[src/rtl/targ_async_receiver.sv]
// 8x-oversampled asynchronous serial receiver with an optional even-parity bit
// and one or two stop bits; the bit rate comes from a fractional accumulator.
module targ_async_receiver #(
    parameter int BaudGeneratorAccWidth = 16
) (
    input  logic                             clk,
    input  logic                             reset_n,
    input  logic                             RxD,
    input  logic                             parity_even,
    input  logic                             two_stopbits,
    input  logic [BaudGeneratorAccWidth-1:0] RxD_BaudGeneratorInc,
    output logic [7:0]                       RxD_data,
    output logic                             RxD_data_ready,
    output logic                             RxD_parity_err,
    output logic                             RxD_frame_err,
    output logic                             RxD_busy
);

    localparam int W = BaudGeneratorAccWidth;

    typedef enum logic [2:0] {
        IDLE,
        START,
        DATA,
        PARITY,
        STOP1,
        STOP2
    } state_t;

    state_t     state;
    logic       rx_meta;
    logic       rxs;
    logic [W:0] acc;
    logic       tick;
    logic [2:0] cnt;
    logic [2:0] bit_idx;
    logic [7:0] shift;
    logic       par_en;
    logic       two_stop;
    logic       par_flag;
    logic       frm_flag;

    assign tick     = acc[W];
    assign RxD_busy = (state != IDLE);

    always_ff @(posedge clk) begin
        if (!reset_n) begin
            state          <= IDLE;
            rx_meta        <= 1'b1;
            rxs            <= 1'b1;
            acc            <= '0;
            cnt            <= '0;
            bit_idx        <= '0;
            shift          <= '0;
            par_en         <= 1'b0;
            two_stop       <= 1'b0;
            par_flag       <= 1'b0;
            frm_flag       <= 1'b0;
            RxD_data       <= '0;
            RxD_data_ready <= 1'b0;
            RxD_parity_err <= 1'b0;
            RxD_frame_err  <= 1'b0;
        end else begin
            rx_meta        <= RxD;
            rxs            <= rx_meta;
            acc            <= {1'b0, acc[W-1:0]} + {1'b0, RxD_BaudGeneratorInc};
            RxD_data_ready <= 1'b0;

            if (tick) begin
                case (state)
                    IDLE: begin
                        if (!rxs) begin
                            state    <= START;
                            cnt      <= '0;
                            par_en   <= parity_even;
                            two_stop <= two_stopbits;
                            par_flag <= 1'b0;
                            frm_flag <= 1'b0;
                        end
                    end
                    START: begin
                        if (cnt == 3'd3) begin
                            cnt <= '0;
                            if (!rxs) begin
                                state   <= DATA;
                                bit_idx <= '0;
                            end else begin
                                state <= IDLE;
                            end
                        end else begin
                            cnt <= cnt + 3'd1;
                        end
                    end
                    DATA: begin
                        cnt <= cnt + 3'd1;
                        if (cnt == 3'd7) begin
                            shift[bit_idx] <= rxs;
                            bit_idx        <= bit_idx + 3'd1;
                            if (bit_idx == 3'd7)
                                state <= par_en ? PARITY : STOP1;
                        end
                    end
                    PARITY: begin
                        cnt <= cnt + 3'd1;
                        if (cnt == 3'd7) begin
                            par_flag <= rxs ^ (^shift);
                            state    <= STOP1;
                        end
                    end
                    STOP1: begin
                        cnt <= cnt + 3'd1;
                        if (cnt == 3'd7) begin
                            // Leaving at mid stop bit keeps the next start edge catchable.
                            if (two_stop) begin
                                frm_flag <= frm_flag | ~rxs;
                                state    <= STOP2;
                            end else begin
                                state          <= IDLE;
                                RxD_data       <= shift;
                                RxD_parity_err <= par_flag;
                                RxD_frame_err  <= frm_flag | ~rxs;
                                RxD_data_ready <= 1'b1;
                            end
                        end
                    end
                    STOP2: begin
                        cnt <= cnt + 3'd1;
                        if (cnt == 3'd7) begin
                            state          <= IDLE;
                            RxD_data       <= shift;
                            RxD_parity_err <= par_flag;
                            RxD_frame_err  <= frm_flag | ~rxs;
                            RxD_data_ready <= 1'b1;
                        end
                    end
                    default: state <= IDLE;
                endcase
            end
        end
    end

endmodule
[config.mk]
export PLATFORM = sky130hd
export DESIGN_NAME = targ_async_receiver
export DESIGN_NICKNAME = d
export VERILOG_FILES = /design/src/rtl/targ_async_receiver.sv
export SDC_FILE = /design/constraint.sdc
export NUM_CORES = 1
export LEC_CHECK = 0
export BUFFER_PORTS_ARGS = -buffer_cell sky130_fd_sc_hd__buf_4
export CORE_UTILIZATION = 45
export DETAILED_ROUTE_END_ITERATION = 8
export GPL_TIMING_DRIVEN = 0
export PLACE_DENSITY = 0.63
export SLEW_MARGIN = 20
export SYNTH_ARGS = -nofsm -noshare
export SYNTH_HDL_FRONTEND = slang
export SYNTH_SLANG_ARGS = --single-unit
[constraint.sdc]
create_clock -name clk -period 2.15 [get_ports clk]
set_clock_uncertainty 0.15 [all_clocks]
set_input_delay 0.1075 -clock clk [delete_from_list [all_inputs] [get_ports clk]]
set_output_delay 0.1075 -clock clk [all_outputs]
set_load 0.01 [all_outputs]
# Word level (Yosys, flattened, before mapping)
# Index checks and enable logic that the tools add are counted.
# classes
magnitude_cmp	2
n_eq_ne	18
bitwise_logic	3
n_addsub	3
n_reduce_logical	19
muxes	42
# op_table
op	n
3-bit 2-to-1 mux	13
8-bit 2-to-1 mux	3
2-bit inequality test, second input constant	10
3-bit one-hot mux with 6 select lines	1
16-bit by 16-bit adder with 17-bit output	1
8-bit one-hot mux with 2 select lines	1
5-bit AND reduction	3
1-bit 2-to-1 mux	14
3-bit == test, second input constant	4
1-bit one-hot mux with 2 select lines	5
3-bit by 2-bit == test with 1-bit output, second input constant	3
3-bit one-hot mux with 3 select lines	1
3-bit AND reduction	3
8-bit bitwise mux	1
8-bit AND reduction	1
2-bit nonzero test	4
8-bit parity	1
3-bit by 1-bit adder with 3-bit output, second input constant	2
3-bit one-hot mux with 2 select lines	1
3-bit nonzero test	2
3-bit by 4-bit less-than comparator with 1-bit output, second input constant	1
4-bit AND reduction	1
4-bit OR reduction	1
1-bit demux with 3-bit select	1
9 further kinds	9
# totals
out_inout_bits	12
reg_bits	51
inputBits	21
elab_cells	102

# Longest topological paths before layout
# Gate-level depths: netlist of run 1.
# logic_depth
depth_word	5
depth_mapped	7
mapped_depth_nobuf	7

# Worst setup path before layout of run 1
# No wires, ideal clock.
# synth_timing
kind	flip-flop to flip-flop
from	register acc[0]
to	register acc[16]
required_time_ns	1.883
path_stages_with_launch	8
setup_ns	0.117
arrival_ns	1.644
period_less_slack_ns	1.911
setup_slack_ns	0.239
path_buffers	0
cell_sequence	dfxtp_1 > ha_1 > fa_1 > a21oi_1 > o211ai_1 > nand2_1 > a31oi_1 > a32o_1
# synth_between
elab_chain_len	1
# synth_lines
item	line	text
start: declaration	33	logic [W:0] acc;
start signal: assignment	66	acc <= {1'b0, acc[W-1:0]} + {1'b0, RxD_BaudGeneratorInc};
16-bit by 16-bit adder with 17-bit output	66	
# Every way passes these cells.
# A chain may end at the register's enable or synchronous reset.

# Final worst setup path of run 1
# Same ends and word-level chain as after synthesis.

==> results.json, run 1 <==
{
  "path_class": "reg2reg",
  "ant_nets": 0,
  "grt_pass1_wl_um": 10520,
  "root_buffer": "clkbuf_8",
  "vias": 2356,
  "drive_gt1_share_pct": 17.26,
  "rows": 29,
  "clock_path_buffers": 2,
  "utilization_pct": 54.52,
  "fin_cells": 442,
  "setup-tns-final_ps": 0,
  "dieArea_mm2": 0.006870,
  "hold_path_class": "in2reg",
  "synth_top_cell_area_share_pct": 34.68,
  "initial_core_util_pct": 46.36,
  "route.detailed.wl_per_inst_um": 14.05,
  "slew_viol_final": 0,
  "critPathSlowestCell": "fa_2",
  "worstSetupStartpointType": "register",
  "fill_cells": 598,
  "rrSetupSlack_ps": 120,
  "die_x_um": 82.89,
  "worstPathRequired_ps": 2220,
  "critPathMaxFanout": 3,
  "holdWs_ps": 60.88,
  "nets": 408,
  "status": "complete, no violations",
  "syn-num-nets": 364,
  "cp.buffers_inverters": 0,
  "slew_headroom_pct": 67.30,
  "die_h_um": 82.89,
  "rsz0062_at_grt": "no",
  "async_reset_ff_share_pct": 0,
  "ys_top_cells_by_count": "51 x dfxtp_1, 35 x nand2_1, 25 x mux2i_1",
  "gp_congestion": 0.9108,
  "first_pass_iters": 4,
  "antenna_found_initial": 0,
  "synth_area_mm2": 0.002944,
  "ys_ff_latch": 51,
  "yosysUniqueCellTypes": 57,
  "clock.fmax_mhz": 491.5,
  "route.detailed.drc": 0,
  "numCtsBuffers": 5,
  "critical-path-top-delay-family": "compound AO/OA/AOI/OAI gates",
  "finalHoldViolations": 0,
  "grt_pass1_vias": 2251,
  "track_usage_pct": 18.78,
  "worst_path_largest_cell_delay_ps": 370,
  "cts_setup_buffers": 0,
  "seq_area_mm2": 0.001021,
  "synth_top_area_cell": "dfxtp_1",
  "htree_levels": 2,
  "crit_arrival_ps": 2100,
  "synth_edf_count": 0,
  "clock-sinks": 51,
  "critPathCaptureType": "register",
  "area_growth_syn_to_layout_pct": 17.59,
  "power-per-cell-area_mw_per_mm2": 827.9,
  "finalPower_mw": 2.866,
  "synth_flop_cell": "dfxtp_1",
  "crit_chain": "ha_1, fa_2, a21oi_2, o211ai_1, nand2_1, a31oi_1, a32o_1",
  "worstSkewPairLatency_ps": 310,
  "wl_um": 6209,
  "setup_viol": 0,
  "vias_per_cell": 5.330,
  "vdd_drop_max_mv": 0.4167,
  "synth-seq-area-share_pct": 34.68,
  "fin_crit_ps": 2035,
  "gr-total-overflow": 0,
  "yosysWarnings": 0,
  "syn_avg_cell_area_um2": 9.200,
  "place_inst": 429,
  "cts_tree": "done",
  "core_mm2": 0.006350,
  "tightestPinTransition_ps": 490.5,
  "io_buffers": 32,
  "drv_cap": 0,
  "synth_cells": 320,
  "grt_max_degree": 17,
  "synthTopCellsByArea": "dfxtp_1 35%, ha_1 9.3%, mux2i_1 8.5%",
  "dp_hpwl_um": 4483,
  "p_leak_nw": 1.427,
  "drt_iter0_drc": 97,
  "pin_count": 33,
  "diodes": 0,
  "multi_input_area_mm2": 0.001866,
  "post-route-period-util_pct": 94.63,
  "synthMostInstantiatedCell": "dfxtp_1",
  "cts.clk_slew.worst_paths_ps": 100
}
tightest hold or removal path: stages:
cell and delay, ps:
buf_4 100, fa_2 190, and2_1 110
layout by cell type, fill, tap and decap left out, drive strengths merged, types with 4 or more instances in the layout:
cell	count
inv	9
clkbuf	13
a21oi	16
nand2b	17
dfxtp	51
a31oi	4
xnor2	12
and2	12
nand3	6
nor2	9
dlygate4sd3	5
ha	22
a21boi	8
buf	40
o21ai	12
mux2i	25
nor2b	14
nand2	36
a21o	5
nor3	5
worst paths after layout:
path	from	to	depth (start not counted)
hold reg to reg	rx_meta$_SDFF_PN1_	rxs$_SDFF_PN1_	1
setup reg to reg	acc[0]$_SDFF_PN0_	acc[16]$_SDFF_PN0_	7
setup / recovery	acc[0]$_SDFF_PN0_	acc[16]$_SDFF_PN0_	7
hold / removal	RxD_BaudGeneratorInc[1]	acc[1]$_SDFF_PN0_	3
registers in the layout, summed over array words and instances (netlist names), 3 cells and up:
signal / flops
acc: 17
state: 3
cnt: 3
shift: 8
bit_idx: 3
RxD_data: 8
power by group:
part / total, mW / leakage [nW] / switching (mW) / internal (mW)
clock network: 0.592 / 0.0418 / 0.357 / 0.235
logic: 1.15 / 0.970 / 0.624 / 0.523
registers: 1.13 / 0.416 / 0.0503 / 1.08
total: 2.87 / 1.43 / 1.03 / 1.84
cell type report:
class                      count  share of cell area (%)
clock buffer                   6                   2.096
clock inverter                 2                  0.4698
inverter                       8                  0.8674
buffer                        15                   2.024
timing repair buffer          37                   8.385
multi-input combinational    246                   53.89
sequential                    51                   29.49
tap                           77                   2.783
logic make-up after synthesis:
kind of cell | synth area share, %
mux | 8.882
xor+xnor | 4.463
compound gates | 17.89
fa+ha+maj | 10.03
simple gates | 20.78
buf+inv | 3.273
flops | 34.68
per-layer routing:
metal	track usage, %	share of wire (%)	vias up
met3	3.280	3.1	8
met2	28.24	42	33
met5	0	0	-
met4	6.583	1.4	0
li1	-	-	1215
met1	26.98	53	1100
stage by stage:
step / setup WS [ps] / instance area (µm²)
after floorplan: 238.9 / 2944
after global placement: 16.80 / 3281
after detailed placement: -10.98 / 3281
after CTS: 6.995 / 3440
after global routing: 13.94 / 3462
final: 115.4 / 3462
repair_timing:
action,4_1_cts,5_1_grt
pin swaps,0,5
endpoints found under the setup margin,4,19
hold endpoints to repair,5,0
resized for setup,3,6
hold buffers,5,0
No activity file was read; power rests on OpenSTA's default activity.
==> run 2, diff against run 1 <==
--- a/config.mk
+++ b/config.mk
@@ -9,7 +9,8 @@
 export CORE_UTILIZATION = 45
 export DETAILED_ROUTE_END_ITERATION = 8
 export GPL_TIMING_DRIVEN = 0
-export PLACE_DENSITY = 0.63
+export PLACE_DENSITY = 0.75
+export RECOVER_POWER = 50
 export SLEW_MARGIN = 20
 export SYNTH_ARGS = -nofsm -noshare
 export SYNTH_HDL_FRONTEND = slang
==> results.json, run 2 (synthesized netlist as in run 1, its figures left out) <==
{
  "cts_tree": "done",
  "dp_slack_ps": 13.28,
  "cts.clk_slew.worst_paths_ps": 100,
  "slew_viol_final": 0,
  "power-per-cell-area_mw_per_mm2": 861.3,
  "clock.fmax_mhz": 495.4,
  "rows": 29,
  "diodes": 0,
  "vdd_drop_max_mv": 0.4521,
  "die_h_um": 82.89,
  "power_frac_clock_pct": 22.5,
  "wl_um": 6089,
  "rsz0062_at_grt": "no",
  "post-route-period-util_pct": 93.90,
  "first_pass_iters": 4,
  "mostFrequentLayoutCell": "dfxtp_1",
  "io_buffers": 32,
  "area_growth_syn_to_layout_pct": 16.19,
  "timing.final.ws_setup_ps": 131.2,
  "antenna_found_initial": 0,
  "slew_headroom_pct": 62.92,
  "track_usage_pct": 18.28,
  "root_buffer": "clkbuf_8",
  "drt_iter0_drc": 145,
  "setup_viol": 0,
  "drive_gt1_share_pct": 13.19,
  "nets": 408,
  "use_met3_pct": 2.386,
  "stdcell_area_mm2": 0.003421,
  "grt_pass1_wl_um": 10390,
  "setup-tns-final_ps": 0,
  "worstPathRequired_ps": 2200,
  "drv_cap": 0,
  "internal-power_mw": 1.944,
  "utilization_pct": 53.87,
  "mostFrequentLayoutCells": "51 x dfxtp_1, 35 x nand2_1, 25 x mux2i_1, 21 x ha_1",
  "ant_nets": 0,
  "gr-total-overflow": 0,
  "fin_crit_ps": 2019,
  "worstSetupStartpointType": "register",
  "die_x_um": 82.89,
  "vias_per_cell": 5.429,
  "core_mm2": 0.006350,
  "largest_register_ffs": 17,
  "htree_levels": 2,
  "path_class": "reg2reg",
  "route.detailed.drc": 0,
  "critPathMaxFanout": 3,
  "cp-startpoint": "acc[0]$_SDFF_PN0_",
  "p_seq_share_pct": 38.4,
  "grt_max_degree": 16,
  "grt_use_met1_pct": 25.72,
  "status": "complete, no violations",
  "dpl_cell_area_mm2": 0.003281,
  "swShare_pct": 34.02,
  "reg.largest.list": "acc x17, RxD_data x8, shift x8",
  "switching_power_mw": 1.002,
  "top_usage_layer": "met2",
  "largest-register": "acc",
  "hp-start": "RxD_BaudGeneratorInc[15]",
  "numCtsBuffers": 5,
  "finalHoldViolations": 0,
  "tightestPinTransition_ps": 552.0,
  "clock-sinks": 51,
  "gp_congestion": 0.8682,
  "p_comb_share_pct": 39.1,
  "dieArea_mm2": 0.006870,
  "vias": 2394,
  "initial_core_util_pct": 46.36,
  "crit_arrival_ps": 2070,
  "route.detailed.wl_per_inst_um": 13.81,
  "critPathCaptureType": "register",
  "dp_hpwl_um": 4561,
  "p_leak_nw": 1.380,
  "pin_count": 33,
  "hold_path_class": "in2reg",
  "grt_pass1_vias": 2264,
  "clock_path_buffers": 2,
  "met2_usage_pct": 28.61,
  "reg2reg_from": "acc[0]$_SDFF_PN0_",
  "worstSkewPairLatency_ps": 310
}
## run 2: cell types whose count changed in the layout (fill, tap and decap cells not counted), sizes merged
| cell | before | now |
|---|---|---|
| inv | 9 | 8 |
| bufinv | 0 | 1 |
| clkbuf | 13 | 26 |
| buf | 40 | 26 |
## run 2: worst paths after layout
path	endpoint	slack (ps)	cells past startpoint
setup / recovery	acc[16]$_SDFF_PN0_	130	7
hold / removal	acc[16]$_SDFF_PN0_	80	4
setup reg to reg	acc[16]$_SDFF_PN0_	130	7
hold reg to reg	rxs$_SDFF_PN1_	270	1
## run 2: layout make-up
class                      count  area [µm²]
clock inverter                 2       37.54
timing repair buffer          37       245.2
sequential                    51        1021
buffer                        15       68.82
inverter                       8       30.03
tap                           77       96.34
clock buffer                   5       68.82
fill                         569        2929
multi-input combinational    246        1853
## run 2: layer usage
layer	vias to the layer above	share of wire, %
met4	0	1.8
met1	1124	50
met3	10	3.4
li1	1217	-
met5	-	0
met2	43	45
## run 2: worst max-delay path: stages, from the launching register on
cell	delay (ps)
dfxtp_1	310
ha_1	200
fa_2	360
a21oi_2	210
o211ai_1	120
nand2_1	140
a31oi_2	130
a32o_1	270
## run 2: through the flow
stage / cells / hold slack, ps / power [mW]
finish: 441 / 84.80 / 2.946
global route: 441 / 83.71 / 3.159
CTS: 441 / 38.25 / 2.952
detailed placement: 429 / 149.0 / 2.273
global placement: 429 / 145.2 / 2.238
floorplan: 320 / 58.97 / 2.037
## run 2: timing repair
| action | CTS | global route |
|---|---|---|
| gates resized for setup | 1 | 6 |
| hold buffers | 5 | 0 |
| endpoints found under the setup margin | 1 | 17 |
| endpoints found under the hold margin | 5 | 0 |
| pin swaps | 0 | 3 |
| setup buffers | 0 | 0 |
## run 2: power by group through the flow
stage	Sequential [mW]	Clock, mW	Combinational [mW]
after floorplan	1.14	0	0.900
after global placement	1.15	0	1.09
after detailed placement	1.15	0	1.12
after CTS	1.13	0.683	1.14
after global routing	1.14	0.724	1.29
final	1.13	0.664	1.15
